<file path="src/rtl/sc_scbc_utc_sched.sv">
// Frame/transaction scheduler: SOF on each frame tick, then round-robin channel requests to the packet TX.
// START registered 1 cycle after Sof/Xfer entry; each packet is held until PKT_TX_COMP or the wait timeout.
module sc_scbc_utc_sched #(
    parameter int NCH     = 4,
    parameter int TIMEOUT = 1023
) (
    input  logic                ULPICLK,
    input  logic                ULPIRSTB,
    input  logic                UPS_OPERATIONAL,
    input  logic                FT_1MS,
    input  logic [NCH-1:0]      REQ_VALID,
    input  logic [NCH*4-1:0]    REQ_PID,
    input  logic [NCH*7-1:0]    REQ_ADR,
    input  logic [NCH*4-1:0]    REQ_EPN,
    input  logic [NCH*8-1:0]    REQ_DAT,
    input  logic [NCH*11-1:0]   REQ_NUM,
    output logic [NCH-1:0]      REQ_ACK,
    output logic [NCH-1:0]      REQ_ERR,
    output logic                PKT_TX_START,
    input  logic                PKT_TX_COMP,
    output logic [3:0]          PKT_TX_PID,
    output logic [6:0]          PKT_TX_ADR,
    output logic [3:0]          PKT_TX_EPN,
    output logic [7:0]          PKT_TX_DAT,
    output logic [10:0]         PKT_TX_NUM,
    output logic [10:0]         FRAME_NUM
);

    localparam int          PW        = (NCH > 1) ? $clog2(NCH) : 1;
    localparam logic [3:0]  PID_SOF   = 4'b0101;
    localparam logic [15:0] WAIT_LAST = 16'(TIMEOUT - 1);

    typedef struct packed {
        logic [3:0]  pid;
        logic [6:0]  adr;
        logic [3:0]  epn;
        logic [7:0]  dat;
        logic [10:0] num;
    } pkt_t;

    typedef enum logic [2:0] {
        ST_IDLE,
        ST_SOF,
        ST_SOF_WAIT,
        ST_ARB,
        ST_XFER,
        ST_XFER_WAIT
    } state_t;

    // Assert is asynchronous through the synchroniser; release reaches the core after two edges.
    logic [1:0] rst_sync_q;
    logic       rst_n;

    always_ff @(posedge ULPICLK or negedge ULPIRSTB) begin
        if (!ULPIRSTB) rst_sync_q <= 2'b00;
        else           rst_sync_q <= {rst_sync_q[0], 1'b1};
    end

    assign rst_n = rst_sync_q[1];

    state_t          state_q, state_d;
    pkt_t            pkt_q, pkt_d;
    logic            start_q, start_d;
    logic [NCH-1:0]  ack_q, ack_d;
    logic [NCH-1:0]  err_q, err_d;
    logic [10:0]     frame_num_q, frame_num_d;
    logic [PW-1:0]   rr_ptr_q, rr_ptr_d;
    logic [PW-1:0]   grant_q, grant_d;
    logic            sof_pend_q, sof_pend_d;
    logic            frame_open_q, frame_open_d;
    logic [15:0]     wait_cnt_q, wait_cnt_d;

    logic            arb_found;
    logic [PW-1:0]   arb_sel;
    logic [PW-1:0]   arb_idx;
    int              idx;
    pkt_t            req_pkt;
    logic [PW-1:0]   grant_next;
    logic            wait_expired;

    // Round-robin search starting at rr_ptr, wrapping at NCH.
    always_comb begin
        arb_found = 1'b0;
        arb_sel   = '0;
        arb_idx   = '0;
        idx       = 0;
        for (int k = 0; k < NCH; k++) begin
            idx = int'(rr_ptr_q) + k;
            if (idx >= NCH) idx = idx - NCH;
            arb_idx = idx[PW-1:0];
            if (!arb_found && REQ_VALID[arb_idx]) begin
                arb_found = 1'b1;
                arb_sel   = arb_idx;
            end
        end
    end

    always_comb begin
        req_pkt = '0;
        for (int i = 0; i < NCH; i++) begin
            if (grant_q == i[PW-1:0]) begin
                req_pkt.pid = REQ_PID[4*i +: 4];
                req_pkt.adr = REQ_ADR[7*i +: 7];
                req_pkt.epn = REQ_EPN[4*i +: 4];
                req_pkt.dat = REQ_DAT[8*i +: 8];
                req_pkt.num = REQ_NUM[11*i +: 11];
            end
        end
    end

    assign grant_next   = (grant_q == PW'(NCH - 1)) ? '0 : grant_q + 1'b1;
    assign wait_expired = (wait_cnt_q == WAIT_LAST);

    always_comb begin
        state_d      = state_q;
        pkt_d        = pkt_q;
        start_d      = start_q;
        ack_d        = '0;
        err_d        = '0;
        frame_num_d  = frame_num_q;
        rr_ptr_d     = rr_ptr_q;
        grant_d      = grant_q;
        sof_pend_d   = sof_pend_q;
        frame_open_d = frame_open_q;
        wait_cnt_d   = wait_cnt_q;

        // A tick arriving while busy is remembered so the SOF goes out as soon as we are idle.
        if (FT_1MS && UPS_OPERATIONAL && (state_q != ST_IDLE)) sof_pend_d = 1'b1;

        case (state_q)
            ST_IDLE: begin
                if (UPS_OPERATIONAL && (FT_1MS || sof_pend_q)) begin
                    state_d    = ST_SOF;
                    sof_pend_d = 1'b0;
                end else if (UPS_OPERATIONAL && frame_open_q && (|REQ_VALID)) begin
                    state_d = ST_ARB;
                end
            end
            ST_SOF: begin
                start_d    = 1'b1;
                pkt_d      = '{pid: PID_SOF, adr: 7'd0, epn: 4'd0, dat: 8'd0, num: frame_num_q};
                wait_cnt_d = '0;
                state_d    = ST_SOF_WAIT;
            end
            ST_SOF_WAIT: begin
                if (PKT_TX_COMP || wait_expired) begin
                    start_d      = 1'b0;
                    pkt_d        = '0;
                    frame_num_d  = frame_num_q + 11'd1;
                    frame_open_d = 1'b1;
                    state_d      = ST_IDLE;
                end else begin
                    wait_cnt_d = wait_cnt_q + 16'd1;
                end
            end
            ST_ARB: begin
                if (UPS_OPERATIONAL && arb_found) begin
                    grant_d = arb_sel;
                    state_d = ST_XFER;
                end else begin
                    state_d = ST_IDLE;
                end
            end
            ST_XFER: begin
                start_d    = 1'b1;
                pkt_d      = req_pkt;
                wait_cnt_d = '0;
                state_d    = ST_XFER_WAIT;
            end
            ST_XFER_WAIT: begin
                if (PKT_TX_COMP || wait_expired) begin
                    start_d  = 1'b0;
                    pkt_d    = '0;
                    rr_ptr_d = grant_next;
                    state_d  = ST_IDLE;
                    if (PKT_TX_COMP) ack_d[grant_q] = 1'b1;
                    else             err_d[grant_q] = 1'b1;
                end else begin
                    wait_cnt_d = wait_cnt_q + 16'd1;
                end
            end
            default: state_d = ST_IDLE;
        endcase

        if (!UPS_OPERATIONAL) begin
            sof_pend_d   = 1'b0;
            frame_open_d = 1'b0;
            frame_num_d  = '0;
        end
    end

    always_ff @(posedge ULPICLK or negedge rst_n) begin
        if (!rst_n) begin
            state_q      <= ST_IDLE;
            pkt_q        <= '0;
            start_q      <= 1'b0;
            ack_q        <= '0;
            err_q        <= '0;
            frame_num_q  <= '0;
            rr_ptr_q     <= '0;
            grant_q      <= '0;
            sof_pend_q   <= 1'b0;
            frame_open_q <= 1'b0;
            wait_cnt_q   <= '0;
        end else begin
            state_q      <= state_d;
            pkt_q        <= pkt_d;
            start_q      <= start_d;
            ack_q        <= ack_d;
            err_q        <= err_d;
            frame_num_q  <= frame_num_d;
            rr_ptr_q     <= rr_ptr_d;
            grant_q      <= grant_d;
            sof_pend_q   <= sof_pend_d;
            frame_open_q <= frame_open_d;
            wait_cnt_q   <= wait_cnt_d;
        end
    end

    assign PKT_TX_START = start_q;
    assign PKT_TX_PID   = pkt_q.pid;
    assign PKT_TX_ADR   = pkt_q.adr;
    assign PKT_TX_EPN   = pkt_q.epn;
    assign PKT_TX_DAT   = pkt_q.dat;
    assign PKT_TX_NUM   = pkt_q.num;
    assign REQ_ACK      = ack_q;
    assign REQ_ERR      = err_q;
    assign FRAME_NUM    = frame_num_q;

endmodule

</file>
<file path="config.mk">
export PLATFORM = sky130hd
export DESIGN_NAME = sc_scbc_utc_sched
export DESIGN_NICKNAME = d
export VERILOG_FILES = /design/src/rtl/sc_scbc_utc_sched.sv
export SDC_FILE = /design/constraint.sdc
export NUM_CORES = 1
export LEC_CHECK = 0
export BUFFER_PORTS_ARGS = -buffer_cell sky130_fd_sc_hd__buf_4
export CAP_MARGIN = 40
export CORE_ASPECT_RATIO = 0.9
export CORE_UTILIZATION = 45
export CTS_CLUSTER_DIAMETER = 100
export DETAILED_ROUTE_END_ITERATION = 10
export MAX_ROUTING_LAYER = met4
export PLACE_DENSITY = 0.72
export RECOVER_POWER = 25
export SLEW_MARGIN = 20
export SYNTH_ARGS = -nofsm -noshare
export SYNTH_HDL_FRONTEND = slang
export SYNTH_SLANG_ARGS = --single-unit
export TNS_END_PERCENT = 50
</file>
<file path="constraint.sdc">
create_clock -name ULPICLK -period 5.1 [get_ports ULPICLK]
set_input_delay 0.51 -clock ULPICLK [delete_from_list [all_inputs] [get_ports ULPICLK]]
set_output_delay 0.51 -clock ULPICLK [all_outputs]
set_load 0.01 [all_outputs]
</file>
==> run_results.csv <==
group,metric,value,unit
status,status,"finished, violations left",
status,violations,"DRC",
clock_tree,cts_buffers,9,
clock_tree,cts.clk_slew.worst_paths,0.07,ns
synthesis,synthXorXnorAreaFrac,0.710,%
setup_path,cp_cell_sequence,"nor2b_1 -> nor2_1 -> nor3_1 -> a211oi_4 -> buf_4 -> mux2_2",
clock_tree,cts_setup_buffers,0,
layout,fin_util,65.1,%
global_route,grt_max_degree,71,
clock_tree,clock-root-buffer,"clkbuf_16",
clock_tree,htree_levels,3,
timing,relSlewSlack,15.3,%
setup_path,path_class,"flip-flop to flip-flop",
setup_path,endpoint_kind,"flip-flop",
power,leakagePower,3.09,nW
synthesis,synth_edf_count,0,
timing,slew_viol_final,0,
global_route,antenna_found_initial,0,
global_route,grt_pass1_vias,4818,
setup_path,cp_top_family,"simple AND/OR/NAND/NOR gates",
routing,drcViolationCount,6,
setup_path,crit_path_top_delay_cell,"nor2_1",
synthesis,yosysUniqueCellTypes,61,
routing,vias,5023,
placed_design,dpl_worst_slack,2.08,ns
layout,synthToLayoutAreaGrowth,38.1,%
synthesis,avgSynthCellArea,9.32,um^2
global_route,track_usage,28.9,%
synthesis,synth_top_family_by_area,"compound AO/OA/AOI/OAI gates",
global_route,overflow,0,
timing,worst_pin_slew,1.27,ns
die,die_area,0.0114,mm^2
synthesis,synthMuxAreaShare,3.35,%
timing,post-route-min-period,3.04,ns
die,floorplan.initialDensity,47.1,%
setup_path,path_max_fanout,22,
placed_design,globalplace.congestion,0.830,
die,placementRows,35,
synthesis,ys_top_cells_by_count,"81 x dfrtp_1, 46 x a21oi_1, 38 x nor2b_1, 36 x nand2_1, 33 x a221oi_1",
synthesis,synthAdderAreaFrac,1.78,%
layout,diodes,0,
placed_design,portBuffers,198,
clock_tree,cts_resized,0,
timing,fmax,329,MHz
clock_tree,clk_latency,0.34,ns
timing,setup_viol,0,
routing,first_pass_iters,8,
clock_tree,cts_tree,"done",
setup_path,crit_arrival,3.26,ns
timing,skew,0.0124,ns
global_route,grt_first_pass_wirelength,24800,um
layout,final_nets,857,
setup_path,crit_buf_inv,1,
synthesis,synth_compound_area_share,26.7,%
routing,drtAntennaViolNets,0,
synthesis,synthFlopType,"dfrtp_1",
placed_design,hpwlAfterDp,12100,um
layout,drive_above_1_share,34.8,%
synthesis,synth.most_common_cell,"dfrtp_1",
synthesis,synth_top_area_cell,"dfrtp_1",
flow_run,cap_violations,0,
synthesis,yosysSeqAreaShare,41.1,%
setup_path,reg2reg_depth,6,
synthesis,yosys.area_share.simple,20.9,%
timing,hold_viol_final,0,
routing,drt_iter0_drc,350,
timing,rsz0062_at_grt,"no",
synthesis,synthArstFlopShare,100,%
setup_path,slowest_delay,0.64,ns
synthesis,netlist.area_leader.share,41.1,%
timing,layout_setup_ws,2.06,ns
setup_path,cp.required,5.32,ns
synthesis,synth_area,0.00493,mm^2
layout,fillCellCount,866,
synthesis,synth_nets,681,
timing,fin_tns_setup,0,ns
setup_path,reg2reg_to,"PKT_TX_NUM[3]$_DFFE_PN0P_",
setup_path,startpoint_type,"flip-flop",
die,core_region_area,0.0105,mm^2
clock_tree,cts-hold-fix-buffers,1,
setup_path,r2r-start,"state_q[2]$_DFFE_PN0P_",
setup_path,critPathLaunch,"state_q[2]$_DFFE_PN0P_",
die,die_h,101,um
clock_tree,cts_max_path_buffers,2,
routing,routed_wl,15900,um
clock_tree,clock_sinks,81,
die,io_pins,199,
power,p_per_area,467,mW/mm^2
timing,finalCritPeriodShare,59.6,%
die,fp.dieW,112,um
synthesis,yosysWarnings,0,
setup_path,crit_end,"PKT_TX_NUM[3]$_DFFE_PN0P_",
synthesis,synth_area_leaders,"dfrtp_1 41%, a221oi_1 5.9%, nor2b_1 4.8%",
routing,wl_per_cell,18.9,um
setup_path,r2r_slack,2.06,ns
routing,via_per_inst,5.99,
synthesis,netlist_instances,529,
synthesis,synth-seq-cells,81,
power,ir_drop,273,uV
worst_hold_path,holdCritPathClass,"flip-flop to flip-flop",
setup_path,worst-path-stages,6,
==> metrics by stage <==
step	instance area, um^2	cells	total power (W)	hold WS [ns]
floorplan	4930	529	0.00195	0.214
global placement	6440	818	0.00245	0.292
detailed placement	6500	821	0.00253	0.278
CTS	6810	838	0.00318	0.286
global route	6810	839	0.00337	0.380
finish	6810	839	0.00318	0.363
==> cell usage in the layout (no fill, tap or decap), types with 4 or more instances in the layout <==
cell        count
buf_4         204
dfrtp_1        81
a21oi_1        46
nor2b_1        37
nand2_1        36
a221oi_1       33
nor3_1         27
o2bb2ai_1      21
o21ai_0        18
o31ai_1        18
inv_1          17
nor2_1         17
nand3_1        12
a22o_1         10
mux2_2          9
clkbuf_16       9
or3_1           8
and2_1          7
and3_1          7
nand2b_1        7
or4_1           6
nor4_1          5
o211ai_1        5
ha_1            5
o41ai_1         4
clkinvlp_4      4
==> cells by family (layout without fill, tap and decap cells) <==
family                   after synthesis  after routing
other                                  1              1
buffers and inverters                 61            242
XOR/XNOR                               4              4
adder cells (fa/ha/maj)                7              7
AO/OA/AOI/OAI                        177            177
flip-flops                            81             81
AND/OR/NAND/NOR                      183            183
multiplexers                          15             15
==> area by class of cell <==
cell class / instances / area, um^2 / area share, %
Clock inverter: 6 / 68.8 / 1.01
Inverter: 18 / 67.6 / 0.992
Tap cell: 129 / 161 / 2.37
Timing Repair Buffer: 208 / 1600 / 23.5
Multi-Input combinational cell: 387 / 2660 / 39.0
Clock buffer: 10 / 229 / 3.36
Sequential cell: 81 / 2030 / 29.8
==> layer usage <==
metal	up-vias	GRT usage [%]	wire length (um)
met5	-	-	0
met4	0	9.23	296
met3	28	6.10	926
met2	176	46.1	7980
met1	2459	37.0	6680
li1	2360	-	-
==> flip-flops by register name, summed over array words and instances, names as in the netlist, 7 cells and up <==
register,flops
wait_cnt_q,16
FRAME_NUM,11
PKT_TX_ADR,7
PKT_TX_NUM,11
PKT_TX_DAT,8
==> power by group <==
part	switching [W]	internal [W]	total, W
logic	0.000889	0.000714	0.00160
registers	0.000145	0.000781	0.000925
clock network	0.000269	0.000381	0.000650
==> worst register-to-register path, cell delays in order (launching register included) <==
cell and delay, ns:
dfrtp_1 0.56, nor2b_1 0.28, nor2_1 0.64, nor3_1 0.17, a211oi_4 0.53, buf_4 0.39, mux2_2 0.37
==> worst min path at each step <==
stage,end,start,cells past startpoint,slack [ns]
6_report,rst_sync_q[1]$_DFF_PN0_,rst_sync_q[0]$_DFF_PN0_,0,0.36
5_1_grt,rst_sync_q[1]$_DFF_PN0_,rst_sync_q[0]$_DFF_PN0_,0,0.38
4_1_cts,FRAME_NUM[3]$_DFFE_PN0P_,rst_sync_q[1]$_DFF_PN0_,0,0.29
3_5_place_dp,FRAME_NUM[6]$_DFFE_PN0P_,rst_sync_q[1]$_DFF_PN0_,0,0.28
3_3_place_gp,rst_sync_q[0]$_DFF_PN0_,ULPIRSTB,1,0.29
2_1_floorplan,rst_sync_q[0]$_DFF_PN0_,ULPIRSTB,0,0.21
No activity file was read; power rests on OpenSTA's default activity.
